**src/rtl/matrix_c_result_drain.sv**
```systemverilog
// Captures result matrix C from the multiplier's write port, then streams it out row-major
// over valid/ready. Define RESULT_CHECKSUM_EN to add the out_checksum running-sum output.
module matrix_c_result_drain #(
    parameter int DATA_WIDTH = 8,
    parameter int ROWS       = 10,
    parameter int COLS       = 10,
    parameter int ADDR_WIDTH = 4
) (
    input  logic                  clk,
    input  logic                  reset_n,
    input  logic                  en_WriteMat_C,
    input  logic [ADDR_WIDTH-1:0] rowAddr_C,
    input  logic [ADDR_WIDTH-1:0] colAddr_C,
    input  logic [DATA_WIDTH-1:0] writeData_C,
    input  logic                  resultIsInvalid,
    output logic                  out_valid,
    input  logic                  out_ready,
    output logic [DATA_WIDTH-1:0] out_data,
    output logic [ADDR_WIDTH-1:0] out_row,
    output logic [ADDR_WIDTH-1:0] out_col,
    output logic                  out_last,
    output logic                  out_invalid,
    output logic [6:0]            fill_count,
`ifdef RESULT_CHECKSUM_EN
    output logic [DATA_WIDTH+7:0] out_checksum,
`endif
    output logic                  wr_overrun,
    output logic                  addr_err
);

    typedef enum logic {S_FILL, S_DRAIN} state_e;

    localparam logic [ADDR_WIDTH-1:0] ROW_MAX = ADDR_WIDTH'(ROWS - 1);
    localparam logic [ADDR_WIDTH-1:0] COL_MAX = ADDR_WIDTH'(COLS - 1);
    localparam logic [6:0]            FULL    = 7'(ROWS * COLS);

    state_e                     state_q, state_d;
    logic [ROWS-1:0][COLS-1:0]  written_q, written_d;
    logic [6:0]                 fill_q, fill_d;
    logic                       inv_acc_q, inv_acc_d;
    logic                       out_valid_q, out_valid_d;
    logic                       out_invalid_q, out_invalid_d;
    logic                       wr_overrun_q, wr_overrun_d;
    logic                       addr_err_q, addr_err_d;
    logic [ADDR_WIDTH-1:0]      row_q, row_d;
    logic [ADDR_WIDTH-1:0]      col_q, col_d;
    logic [DATA_WIDTH-1:0]      mem_q [ROWS][COLS];
    logic                       mem_we;
    logic                       in_range;
    logic                       xfer;
    logic                       last;
`ifdef RESULT_CHECKSUM_EN
    logic [DATA_WIDTH+7:0]      sum_q, sum_d;
`endif

    assign in_range = (rowAddr_C <= ROW_MAX) && (colAddr_C <= COL_MAX);
    assign xfer     = out_valid_q && out_ready;
    assign last     = out_valid_q && (row_q == ROW_MAX) && (col_q == COL_MAX);

    always_comb begin
        // NOTE: every signal gets its hold value first so no path through the case infers a latch.
        state_d       = state_q;
        written_d     = written_q;
        fill_d        = fill_q;
        inv_acc_d     = inv_acc_q;
        out_valid_d   = out_valid_q;
        out_invalid_d = out_invalid_q;
        wr_overrun_d  = wr_overrun_q;
        addr_err_d    = addr_err_q;
        row_d         = row_q;
        col_d         = col_q;
        mem_we        = 1'b0;
`ifdef RESULT_CHECKSUM_EN
        sum_d         = sum_q;
`endif
        case (state_q)
            S_FILL: begin
                if (resultIsInvalid) inv_acc_d = 1'b1;
                if (en_WriteMat_C) begin
                    if (in_range) begin
                        mem_we = 1'b1;
                        if (!written_q[rowAddr_C][colAddr_C]) begin
                            written_d[rowAddr_C][colAddr_C] = 1'b1;
                            fill_d = fill_q + 7'd1;
                        end
                    end else begin
                        addr_err_d = 1'b1;
                    end
                end
                // Drain starts the edge after the count reaches full, not the same edge.
                if (fill_q == FULL) begin
                    state_d       = S_DRAIN;
                    out_valid_d   = 1'b1;
                    row_d         = '0;
                    col_d         = '0;
                    out_invalid_d = inv_acc_q;
                end
            end
            S_DRAIN: begin
                if (en_WriteMat_C) wr_overrun_d = 1'b1;
                if (xfer) begin
`ifdef RESULT_CHECKSUM_EN
                    sum_d = sum_q + {8'd0, out_data};
`endif
                    if (last) begin
                        state_d       = S_FILL;
                        out_valid_d   = 1'b0;
                        written_d     = '0;
                        fill_d        = '0;
                        inv_acc_d     = 1'b0;
                        out_invalid_d = 1'b0;
                        row_d         = '0;
                        col_d         = '0;
`ifdef RESULT_CHECKSUM_EN
                        sum_d         = '0;
`endif
                    end else if (col_q == COL_MAX) begin
                        col_d = '0;
                        row_d = row_q + ADDR_WIDTH'(1);
                    end else begin
                        col_d = col_q + ADDR_WIDTH'(1);
                    end
                end
            end
            default: state_d = S_FILL;
        endcase
    end

    always_ff @(posedge clk or negedge reset_n) begin
        if (!reset_n) begin
            state_q       <= S_FILL;
            written_q     <= '0;
            fill_q        <= '0;
            inv_acc_q     <= 1'b0;
            out_valid_q   <= 1'b0;
            out_invalid_q <= 1'b0;
            wr_overrun_q  <= 1'b0;
            addr_err_q    <= 1'b0;
            row_q         <= '0;
            col_q         <= '0;
`ifdef RESULT_CHECKSUM_EN
            sum_q         <= '0;
`endif
        end else begin
            state_q       <= state_d;
            written_q     <= written_d;
            fill_q        <= fill_d;
            inv_acc_q     <= inv_acc_d;
            out_valid_q   <= out_valid_d;
            out_invalid_q <= out_invalid_d;
            wr_overrun_q  <= wr_overrun_d;
            addr_err_q    <= addr_err_d;
            row_q         <= row_d;
            col_q         <= col_d;
`ifdef RESULT_CHECKSUM_EN
            sum_q         <= sum_d;
`endif
        end
    end

    // NOTE: the element array is deliberately not reset; the written bitmap says what is valid.
    always_ff @(posedge clk) begin
        if (mem_we) mem_q[rowAddr_C][colAddr_C] <= writeData_C;
    end

    assign out_valid   = out_valid_q;
    assign out_data    = mem_q[row_q][col_q];
    assign out_row     = row_q;
    assign out_col     = col_q;
    assign out_last    = last;
    assign out_invalid = out_invalid_q;
    assign fill_count  = fill_q;
    assign wr_overrun  = wr_overrun_q;
    assign addr_err    = addr_err_q;
`ifdef RESULT_CHECKSUM_EN
    assign out_checksum = sum_q + (last ? {8'd0, out_data} : '0);
`endif

endmodule

```
**config.mk**
```make
export PLATFORM = sky130hd
export DESIGN_NAME = matrix_c_result_drain
export DESIGN_NICKNAME = d
export VERILOG_FILES = /design/src/rtl/matrix_c_result_drain.sv
export SDC_FILE = /design/constraint.sdc
export NUM_CORES = 1
export LEC_CHECK = 0
export ABC_CLOCK_PERIOD_IN_PS = 4650
export BUFFER_PORTS_ARGS = -buffer_cell sky130_fd_sc_hd__buf_2
export CAP_MARGIN = 40
export CORE_ASPECT_RATIO = 1.25
export CORE_MARGIN = 5
export CORE_UTILIZATION = 57
export CTS_CLUSTER_DIAMETER = 150
export DETAILED_ROUTE_END_ITERATION = 10
export PLACE_DENSITY_LB_ADDON = 0.25
export SLEW_MARGIN = 20
export SYNTH_ARGS = -nofsm -noshare
export SYNTH_HDL_FRONTEND = slang
export SYNTH_SLANG_ARGS = --single-unit
```
**constraint.sdc**
```tcl
create_clock -name clk -period 4.65 [get_ports clk]
set_clock_uncertainty 0.2 [all_clocks]
set_input_delay 0.465 -clock clk [delete_from_list [all_inputs] [get_ports clk]]
set_output_delay 0.465 -clock clk [all_outputs]
set_load 0.005 [all_outputs]
```
**Word-level counts from Yosys, hierarchy flattened**

Memory sizes are Yosys's and may differ from the RTL's.
Index checks and enable logic that the tools add are counted.

- $add $sub $neg: 3
- Muxes and demuxes: 51
- $lt $le $gt $ge: 9
- Eq/ne operators: 11
- Bitwise operators: 5
- Reductions and logical operators: 14

Operators with widths:

| kind | number |
|---|---|
| $mux W100 | 5 |
| $pmux W100 S2 | 1 |
| $or A100 B100 Y100 | 1 |
| $mux W80 | 1 |
| $bmux W10 S4 | 1 |
| $demux W10 S4 | 1 |
| $mux W7 | 5 |
| $bmux W8 S4 | 1 |
| $demux W8 S4 | 1 |
| $mux W4 | 7 |
| $mux W8 | 3 |
| $mux W10 | 2 |
| $pmux W4 S2 | 2 |
| $mux W1 | 14 |
| $pmux W7 S2 | 1 |
| $ne A2 B2 Y1 const B | 6 |
| $reduce_and A3 Y1 | 4 |
| $ge A5 B5 Y1 const B | 2 |
| $lt A4 B5 Y1 const B | 2 |
| $not A4 Y5 | 2 |
| $add A4 B1 Y4 const B | 2 |
| $eq A4 B4 Y1 const B | 2 |
| $ge A4 B1 Y1 const B | 2 |
| $le A4 B4 Y1 const B | 2 |
| other kinds (12) | 23 |

- Input bits: 21
- Memories kept: 1
- Memory bits (writable): 800
- Flip-flop bits (word level): 121
- Output and inout bits: 28
- Word-level logic and storage cells: 113

Memories:

| memory | words | width | read ports | clocked after memory_dff | write ports | line | RTL |
|---|---|---|---|---|---|---|---|
| mem_q | 10 | 80 | 1 | 0 | 1 | 47 | `logic [DATA_WIDTH-1:0] mem_q [ROWS][COLS];` |

**Longest topological paths before layout**

- Depth after elaboration: 11
- Gate-level depth with buffers: 14
- Gate-level depth less buffers: 9

**Worst setup path before layout**

No wires, ideal clock.

- Kind: reg-to-reg
- From: register col_q[1], in the netlist out_col[1]
- To: register fill_q[5], in the netlist fill_count[5]
- Path slack: 1125 ps
- Path buffers: 2
- Period minus slack after synthesis: 3525 ps
- Library setup time: 78 ps
- Cell stages (with the launch flop): 12
- Data required time: 4372 ps
- Data arrival time: 3247 ps
- Path through: dfrtp_1 > inv_2 > buf_1 > clkbuf_1 > ha_1 > nand3b_1 > o31ai_1 > nand4bb_1 > a211oi_2 > nand4_1 > or3_1 > a21oi_1

- Cells in the longest elaborated chain, start to end: 4

RTL lines:

| what | line | RTL |
|---|---|---|
| start: declaration | 46 | `logic [ADDR_WIDTH-1:0] col_q, col_d;` |
| start signal: assignment | 154 | `col_q <= col_d;` |
| $eq A4 B4 Y1 | 58 | `assign last = out_valid_q && (row_q == ROW_MAX) && (col_q == COL_MAX);` |
| $logic_and A1 B1 Y1 | 58 |  |
| $ne A2 B2 Y1 (no line) | - |  |
| $reduce_and A5 Y1 (no line) | - |  |
| end signal: assignment | 147 | `fill_q <= fill_d;` |
| end: declaration | 39 | `logic [6:0] fill_q, fill_d;` |

No other way between the ends.
A chain may end at the register's enable or synchronous reset.

**Worst setup path after layout**

- From: register row_q[0], in the netlist out_row[0]
- To: output port out_data[7]

- Cells in the longest elaborated chain, start to end: 4

RTL lines:

| what | line | RTL |
|---|---|---|
| start: declaration | 45 | `logic [ADDR_WIDTH-1:0] row_q, row_d;` |
| start signal: assignment | 153 | `row_q <= row_d;` |
| $mem_v2 Z10 W80 | - |  |
| $bmux W8 S4 | 167 | `assign out_data = mem_q[row_q][col_q];` |
| $mux W8 (implied by the code) (2 in a row) | 167 |  |
| end: declaration | 18 | `output logic [DATA_WIDTH-1:0] out_data,` |

No other way between the ends. The select of a mux whose other input is x is not followed.

==> run_results.csv <==
group,metric,value,unit
status,outcome,"finished with violations",
status,violations,"hold timing",
worst_setup_path,crit_chain,"buf_16, buf_16, mux4_2, mux4_2, nand2_1, a32oi_1, o2bb2ai_1, buf_2",
grt,antenna_found_initial,2,
final_layout,final_cell_mix,"edfxtp_1 (800), mux4_2 (254), nor2_1 (195), buf_4 (124), dfrtp_1 (117)",
yosys,yosys.area_share.simple,0.0485,
cts,htreeDepth,3,
worst_setup_path,r2r_slack,840,ps
routing,drcViolationCount,0,
pwr,p_total,20.5,mW
yosys,ys_seq_area_frac,0.734,
pwr,leakage,13.9,nW
final_layout,layout.core_utilization,0.652,
worst_setup_path,arrival,3810,ps
die,die_w,237,um
worst_setup_path,max_stage_delay,620,ps
routing,dr.pass1.iters,5,
cts,clk_pin_slew,60,ps
hold_path,worstHoldPathType,"in -> async",
timing,max_freq,223,MHz
placed_design,dp_cells,2843,
worst_setup_path,worstPathRequired,3980,ps
grt,grt.overflow.total,0,
timing,rsz0062_at_grt,"false",
worst_setup_path,crit_slowest_cell,"dfrtp_4",
yosys,yosys-mux-area-fraction,0.169,
cts,clock_sinks,921,
worst_setup_path,critPathCaptureType,"primary output",
grt,grt_max_degree,92,
grt,grt_pass1_vias,19600,
yosys,synthArstFlopShare,0.131,
timing,holdWs,-4.72,ps
die,io_pins,49,
cts,cts_buffers,86,
cts,clk_latency,640,ps
timing,maxSlewViolCount,0,
yosys,synth-seq-cells,921,
placed_design,place.gp.congestion,0.821,
yosys,synth_top_area_frac,0.652,
worst_setup_path,cp_num_buf_inv,3,
final_layout,regArea,27100,um^2
final_layout,nets,2123,
cts,cts_tree,"done",
placed_design,placed_area,39000,um^2
die,rows,104,
worst_setup_path,cp-start-kind,"register",
timing,hold_viol,5,
die,die_area,69800,um^2
timing,setup_tns,0,ps
worst_setup_path,crit_type,"reg -> out",
yosys,synth_adder_area_share,0.00204,
pwr,power_density,488,nW/um^2
routing,avgViaCountPerCell,6.34,
timing,finalSetupViolCount,0,
worst_setup_path,cp_top_family,"multiplexers",
timing,min_period,4480,ps
yosys,syn_area,36800,um^2
yosys,yosysTopAreaCell,"edfxtp_1",
flow_run,drv_cap,0,
yosys,syn_avg_cell_area,19.2,um^2
final_layout,multi_input_area,9280,um^2
die,start_util,0.573,
final_layout,n_fill_cell,4253,
yosys,synth_area_leaders,"edfxtp_1 (65%), mux4_2 (16%), dfrtp_1 (8.2%), nor2_1 (2.0%), nand2_1 (1.2%)",
timing,slew-limit-headroom,0.441,
final_layout,synthToLayoutAreaGrowth,13.8,%
cts,cts_buffer_depth,3,
placed_design,pre_cts_ws,798,ps
final_layout,mostFrequentLayoutCell,"edfxtp_1",
placed_design,dp_hpwl,53600,um
yosys,synth_edf_count,800,
routing,wl_per_cell,27.8,um
yosys,synth_top_family_by_area,"multiplexers",
timing,period_share,0.963,
yosys,ys.flop_type,"edfxtp_1",
yosys,synth_cells,1922,
cts,clock-root-buffer,"clkbuf_16",
die,core_area,64300,um^2
cts,post_cts_buffers,0,
yosys,synthesis.nets,1949,
worst_setup_path,worstPathMaxFanout,39,
placed_design,io_buffers,48,
grt,grtUsageTotal,0.243,
final_layout,final_design_area_no_fill,41900,um^2
yosys,synth_warnings,0,
routing,dr.first_iter.drc_count,1912,
yosys,ys_types,66,
die,die_h,294,um
final_layout,drive_above_1_share,0.275,
timing,worstMarginPinSlew,835,ps
routing,vias,19100,
pwr,irDropWorstVdd,0.000308,V
routing,routed_wl,83800,um
routing,ant_nets,0,
yosys,synth_compound_area_frac,0.0319,
timing,fin_ws,173,ps
grt,grt_pass1_wl,126000,um
final_layout,fin_cells,3013,
yosys,synthXorXnorAreaFrac,0.000476,
==> synthesized netlist by cell type (3+ instances only) <==
master,n
a211oi_1,7
a21oi_1,26
a311oi_1,7
a31oi_1,4
a32oi_1,6
and2_1,4
buf_1,14
buf_2,26
buf_4,3
buf_6,3
clkbuf_1,55
dfrtp_1,121
edfxtp_1,800
ha_1,6
inv_1,10
mux2_2,8
mux2i_1,36
mux4_2,254
nand2_1,117
nand2b_1,11
nand3_1,18
nand3_2,3
nand3b_1,4
nand4_1,4
nand4_2,3
nand4b_1,3
nor2_1,195
nor2b_1,16
nor3_1,6
nor3b_1,3
o21a_1,41
o21ai_0,24
o21ai_1,32
o2bb2ai_1,4
o32ai_1,3
or2_2,3
or3_1,5
==> kinds of logic after synthesis <==
kind of cell | count (synthesis)
buffers and inverters | 113
muxes | 300
DFF | 921
and+or+nand+nor | 404
adders and majority gates | 6
xor gates and xnor gates | 2
AOI/OAI and AO/OA | 176
==> sequential cells by signal, indices dropped and copies added (netlist names), 4 cells and up <==
signal,count
out_row,4
written_q,100
mem_q,800
out_col,4
fill_count,7
==> cell type report <==
cell class | count | area share
repair buffers | 188 | 0.0399
inverters | 11 | 0.000985
multi-input cells | 888 | 0.221
diodes | 2 | 0.000119
clock inverters | 44 | 0.0111
clock buffers | 111 | 0.0555
well taps | 848 | 0.0253
flip-flops and latches | 921 | 0.646
==> worst register-to-register path: stages, from the launching register on <==
cell and delay (ps):
dfrtp_4 620, buf_16 320, ha_1 310, nand4b_1 150, o31ai_1 520, nand4bb_1 230
a211o_1 390, nor3_2 390, nand2b_1 370, o21ai_1 250
==> path summary, 6_finish.rpt <==
check | end | from | depth (start not counted)
min | written_q[28] | reset_n | 2
max in group asynchronous | out_row[0] | reset_n | 3
max reg2reg | written_q[17] | out_row[0] | 9
max | out_data[7] | out_row[0] | 8
min reg2reg | wr_overrun | wr_overrun | 1
min in group clk | mem_q[7][75] | writeData_C[3] | 1
==> report_power, final <==
group | switching [mW] | leakage [nW] | internal, mW
logic | 2.12 | 3.70 | 2.18
registers | 0.170 | 8.85 | 9.01
clock network | 2.95 | 1.36 | 4.04
total | 5.25 | 13.9 | 15.2
==> layer usage <==
layer / up-vias / GRT usage / wire (um)
li1: 8104 / - / -
met1: 10000 / 0.329 / 31700
met2: 811 / 0.405 / 42900
met3: 146 / 0.0429 / 6230
met4: 0 / 0.0860 / 2900
met5: - / 0 / 0
==> repair_timing <==
action,in CTS,in global routing
resized for setup,0,3
hold buffers,3,0
hold endpoints to repair,65,0
endpoints found under the setup margin,0,1
Note: power is estimated with default switching activity, not from simulation.
